===== src/rtl/bcd_updown_counter_if.sv =====
// Control, load data and count/flag bundle of the BCD up/down counter.
// The master drives the controls and load value; the slave returns the count and flags.
interface bcd_updown_counter_if #(
  parameter int NDIGITS = 4,
  parameter int TOP_MOD = 10
);
  logic                   load;
  logic                   counter_on;
  logic                   count_up;
  logic                   saturate;
  logic [4*NDIGITS-1:0]   Data_in;
  logic [4*NDIGITS-1:0]   Count;
  logic                   carry_out;
  logic                   load_err;
  logic                   at_max;
  logic                   at_zero;

  modport master (
    output load, counter_on, count_up, saturate, Data_in,
    input  Count, carry_out, load_err, at_max, at_zero
  );

  modport slave (
    input  load, counter_on, count_up, saturate, Data_in,
    output Count, carry_out, load_err, at_max, at_zero
  );
endinterface


===== src/rtl/bcd_updown_counter.sv =====
// NDIGITS-decade BCD up/down counter with a TOP_MOD top digit, validated load and wrap/saturate limits.
// Count and pulses are registered (1-cycle latency); at_max/at_zero decode Count combinationally.
module bcd_updown_counter #(
  parameter int NDIGITS = 4,
  parameter int TOP_MOD = 10
) (
  input  logic                  clk,
  input  logic                  reset,
  bcd_updown_counter_if.slave   bus
);
  localparam int W = 4 * NDIGITS;

  logic [W-1:0] r_count;
  logic         r_carry;
  logic         r_load_err;

  logic [W-1:0] w_next;
  logic [W-1:0] w_max;
  logic         w_load_ok;
  logic         w_wrap;

  always_comb begin
    logic       chain;
    logic [3:0] dig;
    logic [3:0] lim;
    logic [3:0] ld;
    w_next    = r_count;
    w_max     = '0;
    w_load_ok = 1'b1;
    chain     = 1'b1;
    for (int i = 0; i < NDIGITS; i++) begin
      dig = r_count[4*i +: 4];
      ld  = bus.Data_in[4*i +: 4];
      lim = (i == NDIGITS - 1) ? 4'(TOP_MOD - 1) : 4'd9;
      w_max[4*i +: 4] = lim;
      if (ld > lim)
        w_load_ok = 1'b0;
      // A digit steps only when every lower digit sits at its rollover value.
      if (chain) begin
        if (bus.count_up)
          w_next[4*i +: 4] = (dig == lim) ? 4'd0 : dig + 4'd1;
        else
          w_next[4*i +: 4] = (dig == 4'd0) ? lim : dig - 4'd1;
      end
      chain = chain & (bus.count_up ? (dig == lim) : (dig == 4'd0));
    end
  end

  assign bus.at_max  = (r_count == w_max);
  assign bus.at_zero = (r_count == '0);
  assign w_wrap      = bus.count_up ? bus.at_max : bus.at_zero;

  always_ff @(posedge clk) begin
    if (reset) begin
      r_count    <= '0;
      r_carry    <= 1'b0;
      r_load_err <= 1'b0;
    end else if (bus.load) begin
      r_carry    <= 1'b0;
      r_load_err <= ~w_load_ok;
      if (w_load_ok)
        r_count <= bus.Data_in;
    end else if (bus.counter_on) begin
      r_load_err <= 1'b0;
      r_carry    <= w_wrap & ~bus.saturate;
      if (!(w_wrap && bus.saturate))
        r_count <= w_next;
    end else begin
      r_carry    <= 1'b0;
      r_load_err <= 1'b0;
    end
  end

  assign bus.Count     = r_count;
  assign bus.carry_out = r_carry;
  assign bus.load_err  = r_load_err;
endmodule


===== src/flat_wrapper.sv =====
// flat-port wrapper written by rule: the top's interface ports become plain ports
module bcd_updown_counter_flat 
#(
  parameter int NDIGITS = 4,
  parameter int TOP_MOD = 10
)
  (clk, reset, bus_load, bus_counter_on, bus_count_up, bus_saturate, bus_Data_in, bus_Count, bus_carry_out, bus_load_err, bus_at_max, bus_at_zero);
  bcd_updown_counter_if #(.NDIGITS(NDIGITS), .TOP_MOD(TOP_MOD)) bus_i ();
  input  logic clk;
  input  logic reset;
  input wire logic [$bits(bus_i.load)-1:0] bus_load;
  input wire logic [$bits(bus_i.counter_on)-1:0] bus_counter_on;
  input wire logic [$bits(bus_i.count_up)-1:0] bus_count_up;
  input wire logic [$bits(bus_i.saturate)-1:0] bus_saturate;
  input wire logic [$bits(bus_i.Data_in)-1:0] bus_Data_in;
  output wire logic [$bits(bus_i.Count)-1:0] bus_Count;
  output wire logic [$bits(bus_i.carry_out)-1:0] bus_carry_out;
  output wire logic [$bits(bus_i.load_err)-1:0] bus_load_err;
  output wire logic [$bits(bus_i.at_max)-1:0] bus_at_max;
  output wire logic [$bits(bus_i.at_zero)-1:0] bus_at_zero;
  assign bus_i.load = bus_load;
  assign bus_i.counter_on = bus_counter_on;
  assign bus_i.count_up = bus_count_up;
  assign bus_i.saturate = bus_saturate;
  assign bus_i.Data_in = bus_Data_in;
  assign bus_Count = bus_i.Count;
  assign bus_carry_out = bus_i.carry_out;
  assign bus_load_err = bus_i.load_err;
  assign bus_at_max = bus_i.at_max;
  assign bus_at_zero = bus_i.at_zero;
  bcd_updown_counter #(.NDIGITS(NDIGITS), .TOP_MOD(TOP_MOD)) u_core (.clk(clk), .reset(reset), .bus(bus_i));
endmodule

===== config.mk =====
export PLATFORM = sky130hd
export DESIGN_NAME = bcd_updown_counter_flat
export DESIGN_NICKNAME = d
export VERILOG_FILES = /design/src/rtl/bcd_updown_counter_if.sv /design/src/rtl/bcd_updown_counter.sv /design/src/flat_wrapper.sv
export SDC_FILE = /design/constraint.sdc
export NUM_CORES = 1
export LEC_CHECK = 0
export CORE_MARGIN = 3
export CORE_UTILIZATION = 45
export DETAILED_ROUTE_END_ITERATION = 10
export DONT_BUFFER_PORTS = 1
export MAX_ROUTING_LAYER = met4
export RECOVER_POWER = 25
export SYNTH_ARGS = -nofsm -noshare
export SYNTH_HDL_FRONTEND = slang
export SYNTH_SLANG_ARGS = --single-unit

===== constraint.sdc =====
create_clock -name clk -period 3 [get_ports clk]
set_input_delay 0.3 -clock clk [delete_from_list [all_inputs] [get_ports clk]]
set_output_delay 0.3 -clock clk [all_outputs]
set_load 0.01 [all_outputs]

# Word level (Yosys, flattened, before mapping)
# Index checks and enable logic that the tools add are counted.
[totals] ff_bits=18 latch_bits=0 mem_bits_rw=0 mem_bits_ro=0 elab_cells=75 mem_count=0
[op_classes] n_addsub=8 multipliers=0 n_div=0 order_cmp=4 n_eq_ne=7 shift=0 mux=27 bitwise_logic=7 reduce_logical=16
[ops] operator="2-to-1 mux 16 bit" n=4
[ops] operator="2-to-1 mux 4 bit" n=15
[ops] operator="adder 4 x 1 -> 4 bit (second input constant)" n=4
[ops] operator="== test 16 bit (second input constant)" n=1
[ops] operator="== test 4 bit (second input constant)" n=4
[ops] operator="greater-than comparator 4 bit (second input constant)" n=4
[ops] operator="zero test 16 bit" n=1
[ops] operator="zero test 4 bit" n=4
[ops] operator="subtractor 4 x 1 -> 4 bit (second input constant)" n=4
[ops] operator="AND reduction 4 bit" n=3
[ops] operator="2-to-1 mux 1 bit" n=8
[ops] operator="nonzero test 2 bit" n=4
[ops] operator="inverter 1 bit" n=4
[ops] operator="AND 1 bit" n=3
[ops] operator="AND reduction 3 bit" n=1
[ops] operator="OR reduction 3 bit" n=1
[ops] operator="!= test 2 x 1 -> 1 bit (second input constant)" n=1
[ops] operator="!= test 2 bit (second input constant)" n=1
[ops] operator="OR reduction 2 bit" n=1
[ops] operator="logical AND 1 bit" n=1

# Longest topological paths before layout
# Gate-level depths: netlist of the first run.
[logic_depth] word_depth=8 ltp_mapped=8 depth_no_buf=5

# Worst setup path before layout of the first run
# No wires, ideal clock.
[synth_timing] path_kind="reg2reg" start="reg u_core.r_count[15], in the netlist u_core.bus.Count[15]" end="reg u_core.r_count[5], in the netlist u_core.bus.Count[5]" setup_ns=0.121 t_arrival_ns=2.046 slack_ns=0.833 path_stages_with_launch=7 path_buffers=1 cell_sequence="dfxtp_1 -> buf_4 -> nand4_1 -> or4_4 -> a2111o_1 -> o211ai_2 -> mux2_2"
[synth_between] elab_chain_cells=5 word_cells_on_any_way=6
[synth_rtl] element="from (decl)" line_no="bcd_updown_counter.sv:13" source="logic [W-1:0] r_count;"
[synth_rtl] element="from (signal assigned)" line_no="bcd_updown_counter.sv:62" source="r_count <= bus.Data_in;"
[synth_rtl] element="from (signal assigned)" line_no="bcd_updown_counter.sv:67" source="r_count <= w_next;"
[synth_rtl] element="== test 16 bit or zero test 16 bit (tied branches)" line_no="bcd_updown_counter.sv:49, bcd_updown_counter.sv:50"
[synth_rtl] element="2-to-1 mux 1 bit *" line_no="bcd_updown_counter.sv:51" source="assign w_wrap = bus.count_up ? bus.at_max : bus.at_zero;"
[synth_rtl] element="logical AND 1 bit *" line_no="bcd_updown_counter.sv:66" source="if (!(w_wrap && bus.saturate))"
[synth_rtl] element="!= test 2 bit (no line) *"
[synth_rtl] element="AND reduction 4 bit (no line) *"
# Mark *: on every way between the ends. The rest lies on a longest branch, timed or not.
# A chain may end at the register's enable or synchronous reset.

# Final worst setup path of the first run
[layout_timing] start="reg u_core.r_count[8], in the netlist u_core.bus.Count[8]" end="reg u_core.r_count[14], in the netlist u_core.bus.Count[14]"
[layout_between] elab_chain_cells=5 word_cells_on_any_way=11
[layout_rtl] element="== test 16 bit, or another cell as far along" line_no="bcd_updown_counter.sv:49" source="assign bus.at_max = (r_count == w_max);"
[layout_rtl] element="2-to-1 mux 1 bit, on equally long branches" line_no="bcd_updown_counter.sv:51, bcd_updown_counter.sv:45"
[layout_rtl] element="logical AND 1 bit or AND 1 bit (tied branches)" line_no="bcd_updown_counter.sv:66, bcd_updown_counter.sv:45"
[layout_rtl] element="!= test 2 bit (no line) or nonzero test 2 bit (tied branches)"
[layout_rtl] element="AND reduction 4 bit (no line) *"
# Marked as above.

==> flow_summary.ini, run 1 <==
[status]
status = complete, no violations

[global_routing]
grt_start_max_net_pins = 37
overflow = 0
grt_pass1_wl_um = 7390
antenna_found_initial = 0
grt_pass1_vias = 1523
grt_usage_pct = 21.2

[clock_network]
cts_buffer_depth = 2
cts-resized-gates = 0
cts_sinks = 18
ctsHoldBuffers = 0
postCtsSetupBuffers = 0
htreeDepth = 1
clkTransAtPathRegs_ns = 0.08
numCtsBuffers = 3
cts_tree = done
root_buffer = clkbuf_8
clkLatencyLatePin_ns = 0.26

[detailed_routing]
met1_length_um = 1960
routed_wl_um = 4580
drt_iter0_drc = 123
vias = 1700
highest_layer = met4
met3_length_um = 371
wl_per_cell_um = 18.2
ant_nets = 0
met2_wirelength_um = 2170
viasPerCell = 6.75
dr.pass1.iters = 5
route.detailed.drc = 0

[floorplan]
die_w_um = 67.6
die-height_um = 67.6
die_area_mm2 = 0.00456
design.portCount = 42
rows = 21
core_region_area_mm2 = 0.00349
start_util_pct = 48.8

[sta]
finalHoldViolations = 0
clock_skew_ns = 0.00604
finalSetupTns_ns = 0
slew_headroom_pct = 47.1
min_period_over_period_pct = 83.8
worst_pin_slew_ns = 0.786
fmax_ghz = 0.398
finalSetupViolCount = 0
fin_crit_ns = 2.51
grt_setup_unrepaired = no
maxSlewViolCount = 0

[final_layout]
syn_to_final_growth_pct = -0.734
fin_area_mm2 = 0.00169
fin_util_pct = 48.4
final_cell_mix = nand2_1 (18), dfxtp_1 (18), o21ai_0 (15)
fin_cells = 252
nets = 229
drive_gt1_share_pct = 7.77
antennaDiodeCount = 0

[worst_setup_path]
critPathKind = flip-flop to flip-flop
path_delay_family = simple AND/OR/NAND/NOR gates
critPathArrivalTime_ns = 2.69
startpoint_type = flip-flop
critPathMaxFanout = 15
slowest_delay_ns = 0.68
critPathBufInv = 0
slowest_stage = dfxtp_1
worstPathCellList = nand2_1, or4_4, a2111oi_4, or3_1, mux2i_1
r2r_slack_ns = 0.49
r2r_end = u_core.bus.Count[14]
crit_path_end_kind = flip-flop
ff2ff_path_depth = 5
r2r_start = u_core.bus.Count[8]
crit_required_ns = 3.18

[synth]
avgSynthCellArea_um2 = 7.51
synthArstFlopShare_pct = 0
synth_ff_type = dfxtp_1
yosysWarningCount = 0
ys_seq_elements = 18
netlist_instances = 227
synth.area.top_cells = dfxtp_1 (21%), mux2i_1 (5.9%), o211ai_1 (4.8%)
synth_top_area_cell = dfxtp_1
syn_nets = 249
synth_edf_count = 0
syn_area_mm2 = 0.00171
yosysUniqueCellTypes = 56
seq_area_frac_synth_pct = 21.1
synth_top_area_share_pct = 21.1

[power_and_ir_drop]
power_density_mw_per_mm2 = 410
swShare_pct = 34.5
pwr-share-seq_pct = 44.2
p_int_uw = 455
power.ir.vdd_worst_uv = 270
power_uw = 694
combinationalPowerShare_pct = 26.4
pwr-share-clk_pct = 29.4
p_leak_uw = 0.000550
p_sw_uw = 239

[worst_hold_path]
hold_end = u_core.bus.Count[0]
hp-class = primary input to flip-flop
worstHoldPathCells = 1
min-delay-start = reset

[place]
dpl.cell_count = 248
placed_area_mm2 = 0.00165
gp_congestion = 0.776
port_buffers = 0
dp_hpwl_um = 3250

[flow_run]
maxCapViolations = 0
## power groups by stage
stage	combinational [uW]	clock (uW)	sequential [uW]
after floorplan	199	0	279
after global placement	180	0	310
after detailed placement	184	0	312
after CTS	185	204	307
after global routing	204	214	312
final	183	204	307
## per-layer routing
layer	up-vias	track usage, %
li1	819	-
met3	8	5.32
met1	811	27.6
met4	0	5.32
met2	62	32.7
met5	-	-
## cell type report
type | count | area (um^2)
Fill cell | 332 | 1800
Multi-Input combinational cell | 174 | 1180
Sequential cell | 18 | 360
Tap cell | 46 | 57.6
Clock buffer | 4 | 55.1
Inverter | 8 | 30.0
Timing Repair Buffer | 2 | 7.51
## logic make-up (layout without fill, tap and decap cells)
family	after synthesis	after routing	share of synthesized area, %
AO/OA/AOI/OAI	73	73	32.9
buffers and inverters	35	14	9.54
AND/OR/NAND/NOR	83	83	26.1
XOR/XNOR	6	6	3.08
multiplexers	12	12	7.19
flip-flops	18	18	21.1
## cell usage after synthesis, types with 3 or more instances
cell	instances
a22oi_1	3
nor2b_1	3
nor2_1	14
nand3_1	11
a31oi_1	3
nand2_1	18
a21oi_1	10
o21ai_0	15
xnor2_1	4
nand4_1	3
clkbuf_1	21
nor4_1	8
or3_1	6
inv_1	7
nand2b_1	5
nor3_1	3
buf_6	3
o211ai_1	11
mux2i_1	10
dfxtp_1	18
a211oi_1	3
o22ai_1	3
## registers in the layout, indices dropped and copies added (netlist names)
register	flops
u_core.bus.Count	16
u_core.bus.carry_out	1
u_core.bus.load_err	1
## worst max path at each step
stage                                    start                   end  slack, ns  depth (start not counted)
final                      u_core.bus.Count[8]  u_core.bus.Count[14]       0.49                          5
after global routing       u_core.bus.Count[0]  u_core.bus.Count[14]       0.25                          6
after CTS                  u_core.bus.Count[8]  u_core.bus.Count[14]       0.50                          5
after detailed placement   u_core.bus.Count[8]  u_core.bus.Count[14]       0.52                          5
after global placement     u_core.bus.Count[8]  u_core.bus.Count[13]       0.60                          5
after floorplan           u_core.bus.Count[15]   u_core.bus.Count[5]       0.83                          6
## stage by stage
step | worst slack [ns] | hold slack (ns)
finish | 0.487 | 0.0977
global route | 0.251 | 0.0921
CTS | 0.500 | 0.0985
detailed placement | 0.518 | 0.372
global placement | 0.602 | 0.371
floorplan | 0.833 | 0.455
No activity file was read; power rests on OpenSTA's default activity.
==> inputs of run 2 (changes only) <==
==> constraint.sdc (replaced) <==
create_clock -name clk -period 2.17 [get_ports clk]
set_input_delay 0.217 -clock clk [delete_from_list [all_inputs] [get_ports clk]]
set_output_delay 0.217 -clock clk [all_outputs]
set_load 0.01 [all_outputs]
==> run 2 against run 1 <==
  * Maximum frequency is 23% higher
  * Total power is 42% higher
  * Sequential cell count stayed put
==> flow_summary.ini, run 2 (same netlist as run 1, synthesis figures left out) <==
[worst_hold_path]
hold_end = u_core.bus.Count[3]
hp-class = primary input to flip-flop
worstHoldPathCells = 1
min-delay-start = reset

[clock_network]
ctsHoldBuffers = 0
cts_tree = done
cts_buffer_depth = 2
numCtsBuffers = 3
clkLatencyLatePin_ns = 0.26
root_buffer = clkbuf_8
htreeDepth = 1
cts_sinks = 18
clkTransAtPathRegs_ns = 0.07

[final_layout]
largest_reg_flops = 16
drive_gt1_share_pct = 22.8
antennaDiodeCount = 0
nets = 256
fin_area_mm2 = 0.00192
fill_cells = 328
final_common_cell = buf_4
final_cell_mix = buf_4 (25), nand2_1 (17), o21ai_0 (15)
syn_to_final_growth_pct = 12.5
seq_area_um2 = 374
multi_input_comb_area_mm2 = 0.00121

[global_routing]
grt_pass1_wl_um = 7910
grt_usage_pct = 23.7
grt_start_max_net_pins = 37
antenna_found_initial = 0
overflow = 0
grt_pass1_vias = 1559

[sta]
finalSetupTns_ns = 0
worst_slack_ns = 0.124
maxSlewViolCount = 0
slew_headroom_pct = 58.8
finalSetupViolCount = 0
clock_skew_ns = 0.00225
finalHoldViolations = 0
min_period_over_period_pct = 94.3
worst_pin_slew_ns = 0.618
fin_crit_ns = 2.05
hold_ws_ns = 0.00800
fmax_ghz = 0.489

[detailed_routing]
drt_iter0_drc = 152
dr.pass1.iters = 5
route.detailed.drc = 0
wl_per_cell_um = 18.2
viasPerCell = 6.42
ant_nets = 0
routed_wl_um = 5070
vias = 1786

[floorplan]
die_w_um = 67.6
design.portCount = 42
die-height_um = 67.6
core_region_area_mm2 = 0.00349
start_util_pct = 48.8
rows = 21
die_area_mm2 = 0.00456

[worst_setup_path]
r2r_end = u_core.bus.Count[0]
crit_required_ns = 2.34
path_delay_family = compound AO/OA/AOI/OAI gates
ff2ff_path_depth = 6
startpoint_type = flip-flop
r2r_slack_ns = 0.12
critPathMaxFanout = 6
critPathKind = flip-flop to flip-flop
critPathArrivalTime_ns = 2.22
slowest_stage = or4_4
worstPathCellList = nand4_1, or4_4, a2111oi_4, buf_4, nor2_1, a311oi_2
r2r_start = u_core.bus.Count[0]
critPathBufInv = 1
slowest_delay_ns = 0.46
critPathLaunch = u_core.bus.Count[0]
crit_path_end_kind = flip-flop

[flow_run]
maxCapViolations = 0

[power_and_ir_drop]
power_uw = 984
swShare_pct = 35.1
pwr-share-clk_pct = 24.6
power_density_mw_per_mm2 = 513
power.ir.vdd_worst_uv = 282
p_sw_uw = 345
p_int_uw = 639
pwr-share-seq_pct = 38.3
combinationalPowerShare_pct = 37.1
p_leak_uw = 0.000685

[status]
status = complete, no violations

[place]
port_buffers = 0
gp_congestion = 0.862
dp_hpwl_um = 3680
place_ws_ns = 0.0871
placed_area_mm2 = 0.00184
-- run 2: cell count changes in the layout (fill, tap and decap cells not counted), sizes merged --
cell    before  now
buf          0   25
clkbuf       6    7
-- run 2: worst max-delay path by stage --
stage / endpoint / cells after the start
after floorplan: u_core.bus.Count[5] / 6
after global placement: u_core.bus.Count[12] / 5
after detailed placement: u_core.bus.Count[12] / 5
after CTS: u_core.bus.Count[11] / 6
after global routing: u_core.bus.Count[0] / 6
final: u_core.bus.Count[0] / 6
-- run 2: final cells by class --
type | count | share of cell area [%]
inverters | 8 | 1.57
flip-flops and latches | 18 | 19.5
clock buffers | 3 | 2.15
repair buffers | 29 | 10.6
multi-input cells | 174 | 63.2
well taps | 46 | 3.00
-- run 2: what timing repair did --
| item | 4_1_cts | 5_1_grt |
|---|---|---|
| setup buffers | 0 | 1 |
| endpoints found under the setup margin | 0 | 12 |
| resized for setup | 0 | 15 |
-- run 2: per-stage QoR --
| step | util (%) | cells |
|---|---|---|
| floorplan | - | 227 |
| global placement | 52.7 | 274 |
| detailed placement | 52.7 | 274 |
| CTS | 53.8 | 277 |
| global route | 54.9 | 278 |
| finish | 54.9 | 278 |
-- run 2: layer usage --
layer	share of wire [%]	wire (um)	global-route usage, %	up-vias
met5	0	0	-	-
met4	2.0	103	8.10	0
met3	7.1	358	5.66	8
met2	49	2490	38.2	61
met1	42	2120	28.9	845
li1	-	-	-	872
-- run 2: power groups by stage --
stage | Sequential, uW | Clock (uW) | Combinational [uW]
3_3_place_gp | 380 | 0 | 347
2_1_floorplan | 386 | 0 | 276
3_5_place_dp | 381 | 0 | 357
4_1_cts | 373 | 246 | 358
5_1_grt | 380 | 261 | 401
6_report | 377 | 242 | 365
